--- config.mk ---
export PLATFORM = sky130hd
export DESIGN_NAME = register_file
export DESIGN_NICKNAME = d
export VERILOG_FILES = /design/src/rtl/register_file.sv
export SDC_FILE = /design/constraint.sdc
export NUM_CORES = 1
export LEC_CHECK = 0
export ABC_AREA = 0
export BUFFER_PORTS_ARGS = -buffer_cell sky130_fd_sc_hd__buf_2
export CORE_ASPECT_RATIO = 0.9
export CORE_UTILIZATION = 30
export DETAILED_ROUTE_END_ITERATION = 8
export SYNTH_ARGS = -nofsm -noshare
export SYNTH_HDL_FRONTEND = slang
export SYNTH_SLANG_ARGS = --single-unit
export TNS_END_PERCENT = 1
--- constraint.sdc ---
create_clock -name clk -period 3 [get_ports clk]
set_input_delay 0.15 -clock clk [delete_from_list [all_inputs] [get_ports clk]]
set_output_delay 0.15 -clock clk [all_outputs]
set_load 0.005 [all_outputs]
--- src/rtl/register_file.sv ---
// register_file: DEPTH x WIDTH register storage with two registered read ports, write bypass and a busy scoreboard
module register_file #(
  parameter int WIDTH   = 8,
  parameter int DEPTH   = 8,
  parameter int AW      = $clog2(DEPTH),
  parameter int BYPASS  = 1,
  parameter int ZERO_R0 = 0
) (
  input  logic             clk,
  input  logic             rst,
  input  logic             w_en,
  input  logic [AW-1:0]    w_addr,
  input  logic [WIDTH-1:0] w_data,
  input  logic             r_en,
  input  logic [AW-1:0]    ra_addr,
  input  logic [AW-1:0]    rb_addr,
  output logic [WIDTH-1:0] ra_data,
  output logic [WIDTH-1:0] rb_data,
  output logic             ra_busy,
  output logic             rb_busy,
  input  logic             bs_en,
  input  logic [AW-1:0]    bs_addr,
  output logic [DEPTH-1:0] busy_vec
);
  logic [WIDTH-1:0] mem [DEPTH];
  logic [DEPTH-1:0] busy, busy_nxt;
  logic             we, se, ra_hit, rb_hit;
  logic [WIDTH-1:0] ra_nxt, rb_nxt;
  // Register 0 stays at its reset value and never goes busy when hardwired to zero
  assign we = w_en && !(ZERO_R0 != 0 && w_addr == '0);
  assign se = bs_en && !(ZERO_R0 != 0 && bs_addr == '0);
  assign ra_hit = BYPASS != 0 && we && ra_addr == w_addr;
  assign rb_hit = BYPASS != 0 && we && rb_addr == w_addr;
  assign ra_nxt = ra_hit ? w_data : mem[ra_addr];
  assign rb_nxt = rb_hit ? w_data : mem[rb_addr];
  assign busy_vec = busy;
  // A new issue on the retiring register overrides the clear
  always_comb begin
    busy_nxt = busy;
    if (we) busy_nxt[w_addr] = 1'b0;
    if (se) busy_nxt[bs_addr] = 1'b1;
  end
  always_ff @(posedge clk) begin
    if (rst) begin
      for (int i = 0; i < DEPTH; i++) mem[i] <= '0;
      busy    <= '0;
      ra_data <= '0;
      rb_data <= '0;
      ra_busy <= 1'b0;
      rb_busy <= 1'b0;
    end else begin
      if (we) mem[w_addr] <= w_data;
      busy <= busy_nxt;
      if (r_en) begin
        ra_data <= ra_nxt;
        rb_data <= rb_nxt;
        ra_busy <= !ra_hit && busy[ra_addr];
        rb_busy <= !rb_hit && busy[rb_addr];
      end
    end
  end
endmodule

## After elaboration in Yosys (flattened, before gate mapping)

Memories as Yosys holds them, arrays and structs flattened. A register that Yosys moved wholly into a read port is not among the register bits.
Index checks and enable logic that the tools add are counted.

- Memories kept: 1
- Word-level logic and storage cells: 42
- Memory bits (writable): 64
- Bits in registers: 10
- Input bits: 25

Memory list:

| name | depth | bits a word | rd ports | clocked after Yosys merged registers in | wr ports | line | source |
|---|---|---|---|---|---|---|---|
| mem | 8 | 8 | 2 | 2 | 8 | 25 | `logic [WIDTH-1:0] mem [DEPTH];` |

- Magnitude comparators: 6
- Bitwise logic cells: 3
- Reductions and logical operators: 9
- Equality and inequality tests: 2
- Multiplexer cells: 18

Operators with widths:

| operator | number |
|---|---|
| two-way mux 8 bit | 3 |
| less-than comparator 3 x 4 -> 1 bit (second input constant) | 4 |
| two-way mux 1 bit | 10 |
| bitwise AND 8 bit | 1 |
| inverter 8 bit | 1 |
| bitwise OR 8 bit | 1 |
| OR reduction 8 bit | 1 |
| binary-select mux 1 bit (select 3 bit) | 2 |
| demux 1 bit (select 3 bit) | 2 |
| equality test 3 bit | 2 |
| >= comparator 3 x 1 -> 1 bit (second input constant) | 2 |
| logical AND 1 bit | 6 |
| two-way mux 3 bit | 1 |
| zero test 1 bit | 2 |

## Longest topological paths before layout

Gate-level depths: netlist (run 1).

- Depth in word-level cells: 9
- Mapped depth: 5
- Mapped depth without buffers: 3

## Least setup slack after synthesis (run 1)

OpenSTA, ideal clock, no wires.

- Path type: input to register
- Start point: in w_addr[0]
- End point: mem mem[0][0] (enable)
- Arrival: 1.389 ns
- Cell stages on the path: 2
- Slack: 1.210 ns
- Setup time: 0.400 ns
- Cell sequence: buf_2 -> o41ai_1

RTL lines:

| what | line | source |
|---|---|---|
| start: declaration | 12 | `input logic [AW-1:0] w_addr,` |
| end: declaration | 25 |  |

==> qor.csv, run 1 <==
stage,metric,value,unit
run_status,run_status,finished clean,
timing,fin_skew,0.00835,ns
timing,grt_setup_unrepaired,no,
clock_tree,cts_hold_buf,0,
global_route,grt_usage,16.4,%
synth,syn-cell-area,0.00454,mm2
clock_tree,cts_tree,built,
timing,slew_violations,0,
power_and_ir_drop,peakVddDrop,0.283,mV
critical_path,crit_fanout,23,
global_route,overflow,0,
power_and_ir_drop,p_int,2.15,mW
global_route,grt_antenna_before_repair,0,
floorplan,die-area,0.0156,mm2
power_and_ir_drop,p_per_area,555,mW/mm2
global_route,grt_pass1_vias,3209,
layout,drive_above_1_share,30.6,%
floorplan,io_pins,51,
global_route,gr-usage-met2,25.4,%
route,drc,0,
synth,synth_fa_ha_area_share,0,%
synth,synthXorXnorAreaFrac,1.16,%
job,maxCapViolCount,0,
clock_tree,cts.path.max_buffers,2,
power_and_ir_drop,power.switching,0.763,mW
synth,ys_warn_count,0,
power_and_ir_drop,pwr-share-comb,12.6,%
placed_design,io_buffers,50,
route,routed_wl,12.3,mm
clock_tree,clk_latency,0.34,ns
floorplan,row_count,42,
route,ant_nets,0,
global_route,grt_use_met1,22.1,%
clock_tree,path_clk_slew,0.06,ns
route,drt-pass1-iter-count,5,
power_and_ir_drop,power.sequential.fraction,50.5,%
layout,area_growth_syn_to_layout,15.7,%
synth,synth_nets,363,
critical_path,arrival,1.90,ns
power_and_ir_drop,total_power,2.92,mW
synth,synthSimpleGateAreaFrac,11.5,%
global_route,grt_max_degree,33,
clock_tree,post_cts_resize_count,0,
route,routed_via_density,5.61,
timing,finalHoldViolCount,0,
synth,synth_top_family_by_area,multiplexers,
timing,slew_headroom,17.6,%
synth,yosysUniqueCellTypes,33,
timing,max_freq,538,MHz
route,first_iter_violations,316,
timing,period_share,62.0,%
power_and_ir_drop,p_leak,1.80,nW
power_and_ir_drop,p_sw_share,26.2,%
critical_path,critPathRequiredTime,3.04,ns
placed_design,hpwlAfterDp,8.88,mm
clock_tree,h-tree-depth,3,
route,routedWlPerCell,21.0,um
synth,ys_seq_area_share,53.8,%
timing,tightest_slew,1.24,ns
timing,fin_setup_tns,0,ns
floorplan,dieWidth,132,um
clock_tree,cts-root-buf,clkbuf_16,
global_route,grt-busiest-layer,met2,
layout,nFillCells,1408,
floorplan,initial_core_util,30.7,%
global_route,grt_pass1_wl,19.1,mm
synth,synth_mux_area_share,21.8,%
route,route.vias.total,3269,
synth,synth_cells,338,
floorplan,core_area,0.0148,mm2
timing,finalCriticalPeriod,1.86,ns
clock_tree,cts_buffers,9,
power_and_ir_drop,pwr-share-clk,36.9,%
floorplan,die_h,119,um
placed_design,gp_congestion,0.819,
layout,n_antenna_cell,0,
synth,synthesis.area_per_instance,13.4,um2
layout,nets,405,
global_route,grt_util_met3,3.65,%
clock_tree,clkSinkCount,90,
worst_hold_path,min_path_type,in2reg,
timing,setup_viol_count_final,0,
critical_path,critical_path.startpoint_type,primary input,
critical_path,crit_type,in2reg,
synth,synth-compound-area-share,6.50,%
clock_tree,cts_setup_buffers,0,
synth,ys_ff_latch,90,
critical_path,end_kind,flop,
-- cells in the mapped netlist --
master	n	area share, %
or4b_1	2	0.44
nand3_1	3	0.33
o32ai_1	3	0.58
buf_4	3	0.50
a2bb2o_1	1	0.22
o221ai_1	16	3.1
o41ai_2	2	0.72
buf_2	7	0.77
nor2b_1	1	0.14
buf_6	4	0.99
edfxtp_1	64	42
inv_2	1	0.083
mux4_2	36	18
nor3_1	48	5.3
o41ai_1	1	0.19
nor2_1	3	0.25
nand2b_1	2	0.28
nand2_1	23	1.9
o22ai_1	2	0.28
dfxtp_1	26	11
o31ai_1	4	0.66
o21ai_0	7	0.77
xor2_1	6	1.2
inv_1	9	0.74
buf_1	2	0.17
clkinv_1	8	0.66
nor4_1	16	2.2
or3_1	1	0.14
clkbuf_1	16	1.3
nor3b_1	1	0.17
and3b_1	1	0.19
mux2i_1	18	4.0
nand3b_1	1	0.17
-- power groups by stage --
stage	Sequential, mW	Combinational (mW)	Clock, mW
global placement	1.49	0.362	0
global route	1.48	0.397	1.14
detailed placement	1.50	0.369	0
CTS	1.47	0.370	1.09
finish	1.47	0.368	1.08
floorplan	1.47	0.251	0
-- worst paths after layout --
kind	start	to	slack (ns)	cells past startpoint
max	w_addr[1]	mem[2][5]	1.14	4
min	bs_addr[0]	busy_vec[2]	0.07	2
max reg2reg	mem[7][0]	ra_data[0]	1.53	3
min reg2reg	ra_busy	ra_busy	0.46	2
-- routing by layer --
metal	routed length (um)	up-vias
met5	0	-
met4	251	0
met3	1040	14
met2	5630	160
met1	5330	1651
li1	-	1444
-- cells by family (layout without fill, tap and decap cells) --
kind of cell | Yosys count | count (layout)
compound gates | 36 | 36
xor+xnor | 6 | 6
buf+inv | 50 | 97
flops | 90 | 90
mux | 54 | 54
simple gates | 102 | 102
-- layout by cell type, fill, tap and decap left out, types with 2 or more instances in the layout --
cell	synthesis	final
buf_2	7	50
buf_4	3	13
clkbuf_16	0	9
clkinv_1	8	8
clkinvlp_4	0	2
dfxtp_1	26	26
edfxtp_1	64	64
inv_1	9	9
inv_6	0	3
mux2i_1	18	18
mux4_2	36	36
nand2_1	23	23
nand2b_1	2	2
nand3_1	3	3
nor2_1	3	3
nor3_1	48	48
nor4_1	16	16
o21ai_0	7	7
o221ai_1	16	16
o22ai_1	2	2
o31ai_1	4	4
o32ai_1	3	3
o41ai_2	2	3
or4b_1	2	2
xor2_1	6	6
-- area by class of cell --
| cell class | count | area [um2] | share of cell area [%] |
|---|---|---|---|
| inverters | 18 | 67.6 | 1.29 |
| multi-input cells | 198 | 1870 | 35.6 |
| repair buffers | 63 | 348 | 6.62 |
| flip-flops and latches | 90 | 2440 | 46.5 |
| clock inverters | 6 | 50.0 | 0.953 |
| clock buffers | 10 | 229 | 4.36 |
| well taps | 198 | 248 | 4.72 |
-- through the flow --
step	instances	setup slack [ns]	utilization, %	area [um2]	hold WS, ns
floorplan	338	1.21	-	4540	0.265
global placement	567	0.835	33.7	4970	0.423
detailed placement	567	0.790	33.7	4970	0.416
CTS	583	1.16	35.6	5250	0.0557
global route	583	1.01	35.6	5250	0.0682
finish	583	1.14	35.6	5250	0.0699
-- sequential cells by signal (all words and copies together) (netlist names) --
name and count:
rb_busy 1, busy_vec 8, rb_data 8, mem 64, ra_data 8, ra_busy 1
-- worst max-delay path: stages --
cell	delay (ns)
buf_2	0.39
nand2b_1	0.58
o31ai_1	0.48
buf_4	0.27
(Power assumes the default switching activity.)
==> inputs of run 2 (changes only) <==
==> constraint.sdc (replaced) <==
create_clock -name clk -period 1.6 [get_ports clk]
set_input_delay 0.08 -clock clk [delete_from_list [all_inputs] [get_ports clk]]
set_output_delay 0.08 -clock clk [all_outputs]
set_load 0.005 [all_outputs]
==> qor.csv, run 2 (synthesis results as in run 1) <==
stage,metric,value,unit
run_status,run_status,finished clean,
timing,fin_skew,0.00772,ns
critical_path,crit_fanout,2,
route,first_iter_violations,274,
clock_tree,cts_hold_buf,2,
global_route,grt_pass1_vias,3351,
global_route,grt_max_degree,33,
clock_tree,cts_buffers,9,
placed_design,io_buffers,50,
floorplan,initial_core_util,30.7,%
critical_path,critical_path.startpoint_type,flop,
power_and_ir_drop,p_sw_share,25.3,%
floorplan,core_area,0.0148,mm2
route,ant_nets,0,
power_and_ir_drop,p_int,4.07,mW
floorplan,row_count,42,
route,route.vias.total,3332,
timing,tightest_slew,0.459,ns
clock_tree,cts_tree,built,
critical_path,critPathRequiredTime,1.81,ns
placed_design,hpwlAfterDp,9.50,mm
power_and_ir_drop,pwr-share-comb,14.3,%
worst_hold_path,min_path_type,in2reg,
layout,area_growth_syn_to_layout,21.1,%
layout,n_antenna_cell,0,
global_route,grt_pass1_wl,19.5,mm
timing,slew_headroom,69.1,%
timing,hold_slack,0.0612,ns
critical_path,slowest_delay,0.47,ns
power_and_ir_drop,power.switching,1.38,mW
clock_tree,clk_latency,0.35,ns
timing,max_freq,668,MHz
timing,slew_violations,0,
route,drc,0,
route,drt-pass1-iter-count,5,
global_route,overflow,0,
floorplan,dieWidth,132,um
timing,grt_setup_unrepaired,no,
timing,finalHoldViolCount,0,
power_and_ir_drop,peakVddDrop,0.541,mV
clock_tree,cts.path.max_buffers,2,
clock_tree,cts_setup_buffers,0,
power_and_ir_drop,p_leak,1.95,nW
layout,final_util,37.2,%
clock_tree,cts-root-buf,clkbuf_16,
critical_path,cp_slowest_cell,mux4_2,
route,routed_via_density,5.44,
critical_path,crit_type,reg2reg,
layout,final_common_cell,edfxtp_1,
critical_path,end_kind,flop,
critical_path,arrival,1.71,ns
power_and_ir_drop,power.sequential.fraction,50.5,%
timing,setup_viol_count_final,0,
floorplan,die-area,0.0156,mm2
clock_tree,clkSinkCount,90,
global_route,grt_antenna_before_repair,0,
timing,period_share,93.5,%
layout,largest_reg_flops,64,
placed_design,gp_congestion,0.854,
route,routedWlPerCell,21.0,um
power_and_ir_drop,p_per_area,991,mW/mm2
layout,largest-register,mem,
clock_tree,path_clk_slew,0.06,ns
route,routed_wl,12.8,mm
layout,final_cell_mix,"edfxtp_1 (64), buf_2 (50), nor3_1 (48)",
layout,drive_above_1_share,34.5,%
timing,finalCriticalPeriod,1.50,ns
critical_path,worstPathCellList,mux4_2 > mux2i_1 > o221ai_1,
job,maxCapViolCount,0,
floorplan,io_pins,51,
layout,nets,434,
power_and_ir_drop,pwr-share-clk,35.1,%
clock_tree,post_cts_resize_count,0,
clock_tree,h-tree-depth,3,
global_route,grt_usage,17.0,%
floorplan,die_h,119,um
## run 2: cell count changes in the layout (fill, tap and decap cells not counted)
cell | previous run | this run
buf_12 | 0 | 3
inv_6 | 3 | 0
dlygate4sd3_1 | 0 | 2
clkinv_2 | 0 | 2
clkbuf_1 | 1 | 2
clkinv_4 | 1 | 2
clkinvlp_4 | 2 | 0
clkinv_1 | 8 | 9
buf_4 | 13 | 37
## run 2: power groups by stage
stage,sequential (mW),combinational (mW),clock [mW]
6_report,2.75,0.781,1.91
5_1_grt,2.76,0.833,2.01
4_1_cts,2.75,0.783,1.94
3_5_place_dp,2.80,0.778,0
3_3_place_gp,2.79,0.768,0
2_1_floorplan,2.76,0.472,0
## run 2: routing by layer
| layer | vias to the layer above | wire (um) | share of wire (%) | track usage [%] |
|---|---|---|---|---|
| met5 | - | 0 | 0 | 0 |
| met4 | 0 | 403 | 3.1 | 8.07 |
| met3 | 26 | 1120 | 8.7 | 5.32 |
| met2 | 163 | 6030 | 47 | 26.9 |
| met1 | 1649 | 5290 | 41 | 21.2 |
| li1 | 1494 | - | - | - |
## run 2: final cells by class
| cell class | instances | area [um2] |
|---|---|---|
| clock inverters | 5 | 31.3 |
| clock buffers | 11 | 233 |
| inverters | 18 | 67.6 |
| repair buffers | 92 | 608 |
| fillers | 1431 | 9270 |
| well taps | 198 | 248 |
| flip-flops and latches | 90 | 2440 |
| multi-input cells | 198 | 1870 |
## run 2: metrics by stage
step,area [um2],setup slack [ns],power [mW],setup TNS (ns),std cells
3_5_place_dp,5210,-0.0354,3.58,-0.0893,594
6_report,5500,0.104,5.45,0,612
2_1_floorplan,4550,0.0136,3.23,0,338
3_3_place_gp,5210,-0.00769,3.56,-0.0146,594
5_1_grt,5500,0.0980,5.61,0,612
4_1_cts,5500,0.154,5.47,0,612
## run 2: critical path, delay by kind of cell, from the launching register on
family / cells / cell delay [ns]
AOI/OAI and AO/OA: 1 / 0.16
muxes: 2 / 0.79
DFF: 1 / 0.41
## run 2: path summary, 6_finish.rpt
kind / cells after the start / slack (ns) / endpoint / start
max reg2reg: 3 / 0.10 / rb_data[5] / mem[6][5]
min: 3 / 0.06 / busy_vec[5] / bs_addr[2]
max: 3 / 0.10 / rb_data[5] / mem[6][5]
min reg2reg: 2 / 0.45 / ra_busy / ra_busy
==> inputs of run 3 (changes only) <==
--- a/config.mk
+++ b/config.mk
@@ -5,7 +5,7 @@
 export SDC_FILE = /design/constraint.sdc
 export NUM_CORES = 1
 export LEC_CHECK = 0
-export ABC_AREA = 0
+export ABC_AREA = 1
 export BUFFER_PORTS_ARGS = -buffer_cell sky130_fd_sc_hd__buf_2
 export CORE_ASPECT_RATIO = 0.9
 export CORE_UTILIZATION = 30
==> qor.csv, run 3 <==
stage,metric,value,unit
global_route,grt_antenna_before_repair,0,
clock_tree,cts_buffers,9,
floorplan,io_pins,51,
route,first_iter_violations,790,
critical_path,crit_fanout,2,
placed_design,gp_congestion,0.896,
global_route,grt_pass1_vias,4234,
timing,slew_headroom,67.0,%
placed_design,io_buffers,50,
timing,period_share,80.7,%
route,routed_via_density,5.28,
timing,finalHoldViolCount,0,
clock_tree,h-tree-depth,3,
layout,n_antenna_cell,0,
synth,synth_edf_count,64,
synth,yosysUniqueCellTypes,31,
global_route,overflow,0,
layout,drive_above_1_share,18.7,%
clock_tree,cts_hold_buf,0,
floorplan,dieWidth,137,um
clock_tree,cts_tree,built,
floorplan,row_count,43,
synth,synthMostInstantiatedCell,nand2_1,
timing,fin_skew,0.0107,ns
synth,ys_async_sr_fraction,0,%
floorplan,initial_core_util,31.2,%
route,routed_wl,16.6,mm
timing,max_freq,774,MHz
synth,synth_area_leader_cell,edfxtp_1,
synth,ys_seq_area_share,49.8,%
synth,synthesis.area_per_instance,7.92,um2
floorplan,die_h,123,um
layout,largest-register,mem,
synth,ys_warn_count,0,
layout,area_growth_syn_to_layout,18.5,%
synth,ys_ff_latch,90,
critical_path,critPathRequiredTime,1.85,ns
timing,finalCriticalPeriod,1.29,ns
worst_hold_path,holdPathStages,3,
power_and_ir_drop,peakVddDrop,0.553,mV
synth,synth_common_cells,"nand2_1 (184), nand3_1 (119), nor2_1 (75), edfxtp_1 (64), dfxtp_1 (26)",
critical_path,crit_type,reg2reg,
power_and_ir_drop,p_per_area,973,mW/mm2
run_status,run_status,finished clean,
timing,grt_setup_unrepaired,no,
worst_hold_path,min_path_type,in2reg,
power_and_ir_drop,p_leak,2.45,nW
layout,largest_reg_flops,64,
synth,synth_nets,645,
clock_tree,clkSinkCount,90,
timing,tightest_slew,0.493,ns
power_and_ir_drop,total_power,5.66,mW
timing,fin_setup_tns,0,ns
route,drc,0,
timing,setup_viol_count_final,0,
route,ant_nets,0,
floorplan,die-area,0.0169,mm2
clock_tree,clk_latency,0.35,ns
clock_tree,path_clk_slew,0.07,ns
layout,final_common_cell,nand2_1,
critical_path,arrival,1.54,ns
clock_tree,cts_setup_buffers,0,
critical_path,end_kind,flop,
synth,yosysTopAreaCellShare,39.2,%
route,route.vias.total,4713,
route,drt-pass1-iter-count,6,
synth,synth_area_leaders,"edfxtp_1 (39%), nand2_1 (14%), nand3_1 (12%)",
job,maxCapViolCount,0,
critical_path,critical_path.startpoint_type,flop,
layout,nets,710,
placed_design,hpwlAfterDp,12.0,mm
layout,final_cell_mix,"nand2_1 (184), nand3_1 (119), nor2_1 (75)",
clock_tree,cts.path.max_buffers,2,
floorplan,core_area,0.0157,mm2
timing,slew_violations,0,
global_route,grt_pass1_wl,25.2,mm
global_route,grt_max_degree,40,
synth,synth_ff_type,edfxtp_1,
global_route,grt_usage,20.8,%
synth,syn-cell-area,0.00491,mm2
route,routedWlPerCell,18.6,um
clock_tree,post_cts_resize_count,0,
synth,synth_cells,620,
critical_path,ff2ff_path_depth,8,
clock_tree,cts-root-buf,clkbuf_16,
-- run 3: metrics by stage --
stage / hold WS [ns] / std cells / instance area (um2) / worst slack (ns) / util, %
after floorplan: 0.260 / 620 / 4910 / 0.246 / -
after global placement: 0.407 / 876 / 5530 / 0.0450 / 35.2
after detailed placement: 0.412 / 876 / 5530 / 0.0708 / 35.2
after CTS: 0.0376 / 892 / 5810 / 0.376 / 37.0
after global routing: 0.0590 / 892 / 5810 / 0.278 / 37.0
final: 0.0446 / 892 / 5810 / 0.308 / 37.0
-- run 3: layer usage --
metal  global-route usage, %  wire (um)  part of all wire [%]
met1                    30.0       7500                    45
met2                    29.3       6800                    41
met3                    6.19       1890                    11
met4                    6.80        433                   2.6
met5                       0          0                     0
-- run 3: cell type report --
| class | instances | area (um2) |
|---|---|---|
| flip-flops and latches | 90 | 2440 |
| well taps | 202 | 253 |
| clock buffers | 10 | 229 |
| fillers | 1665 | 9900 |
| clock inverters | 6 | 51.3 |
| inverters | 34 | 130 |
| repair buffers | 84 | 543 |
| multi-input cells | 466 | 2170 |
-- run 3: where the power goes --
| part | total [mW] | internal (mW) | switching (mW) |
|---|---|---|---|
| logic | 0.887 | 0.292 | 0.596 |
| clock network | 2.04 | 1.08 | 0.964 |
| registers | 2.73 | 2.64 | 0.0904 |
-- run 3: critical path, cell delays in order (launching register included) --
cell and delay, ns:
edfxtp_1 0.42, nor2_1 0.11, nor2_1 0.04, o21ai_0 0.11, o211ai_1 0.20, nand2_1 0.10
nor2_1 0.04, nor2_1 0.11, nor2_1 0.05
-- run 3: path summary, 6_finish.rpt --
| kind | to | startpoint | slack (ns) |
|---|---|---|---|
| max | rb_data[7] | mem[4][7] | 0.31 |
| min | busy_vec[4] | bs_addr[2] | 0.04 |
| max reg2reg | rb_data[7] | mem[4][7] | 0.31 |
| min reg2reg | rb_data[1] | rb_data[1] | 0.46 |
-- run 3: cells by family (layout without fill, tap and decap cells) --
kind of cell,count (synthesis),count (layout),share of synthesized area (%)
compound gates,49,49,5.28
buf+inv,64,134,6.12
xor+xnor,2,2,0.892
mux,2,2,0.408
flops,90,90,49.8
simple gates,413,413,37.5
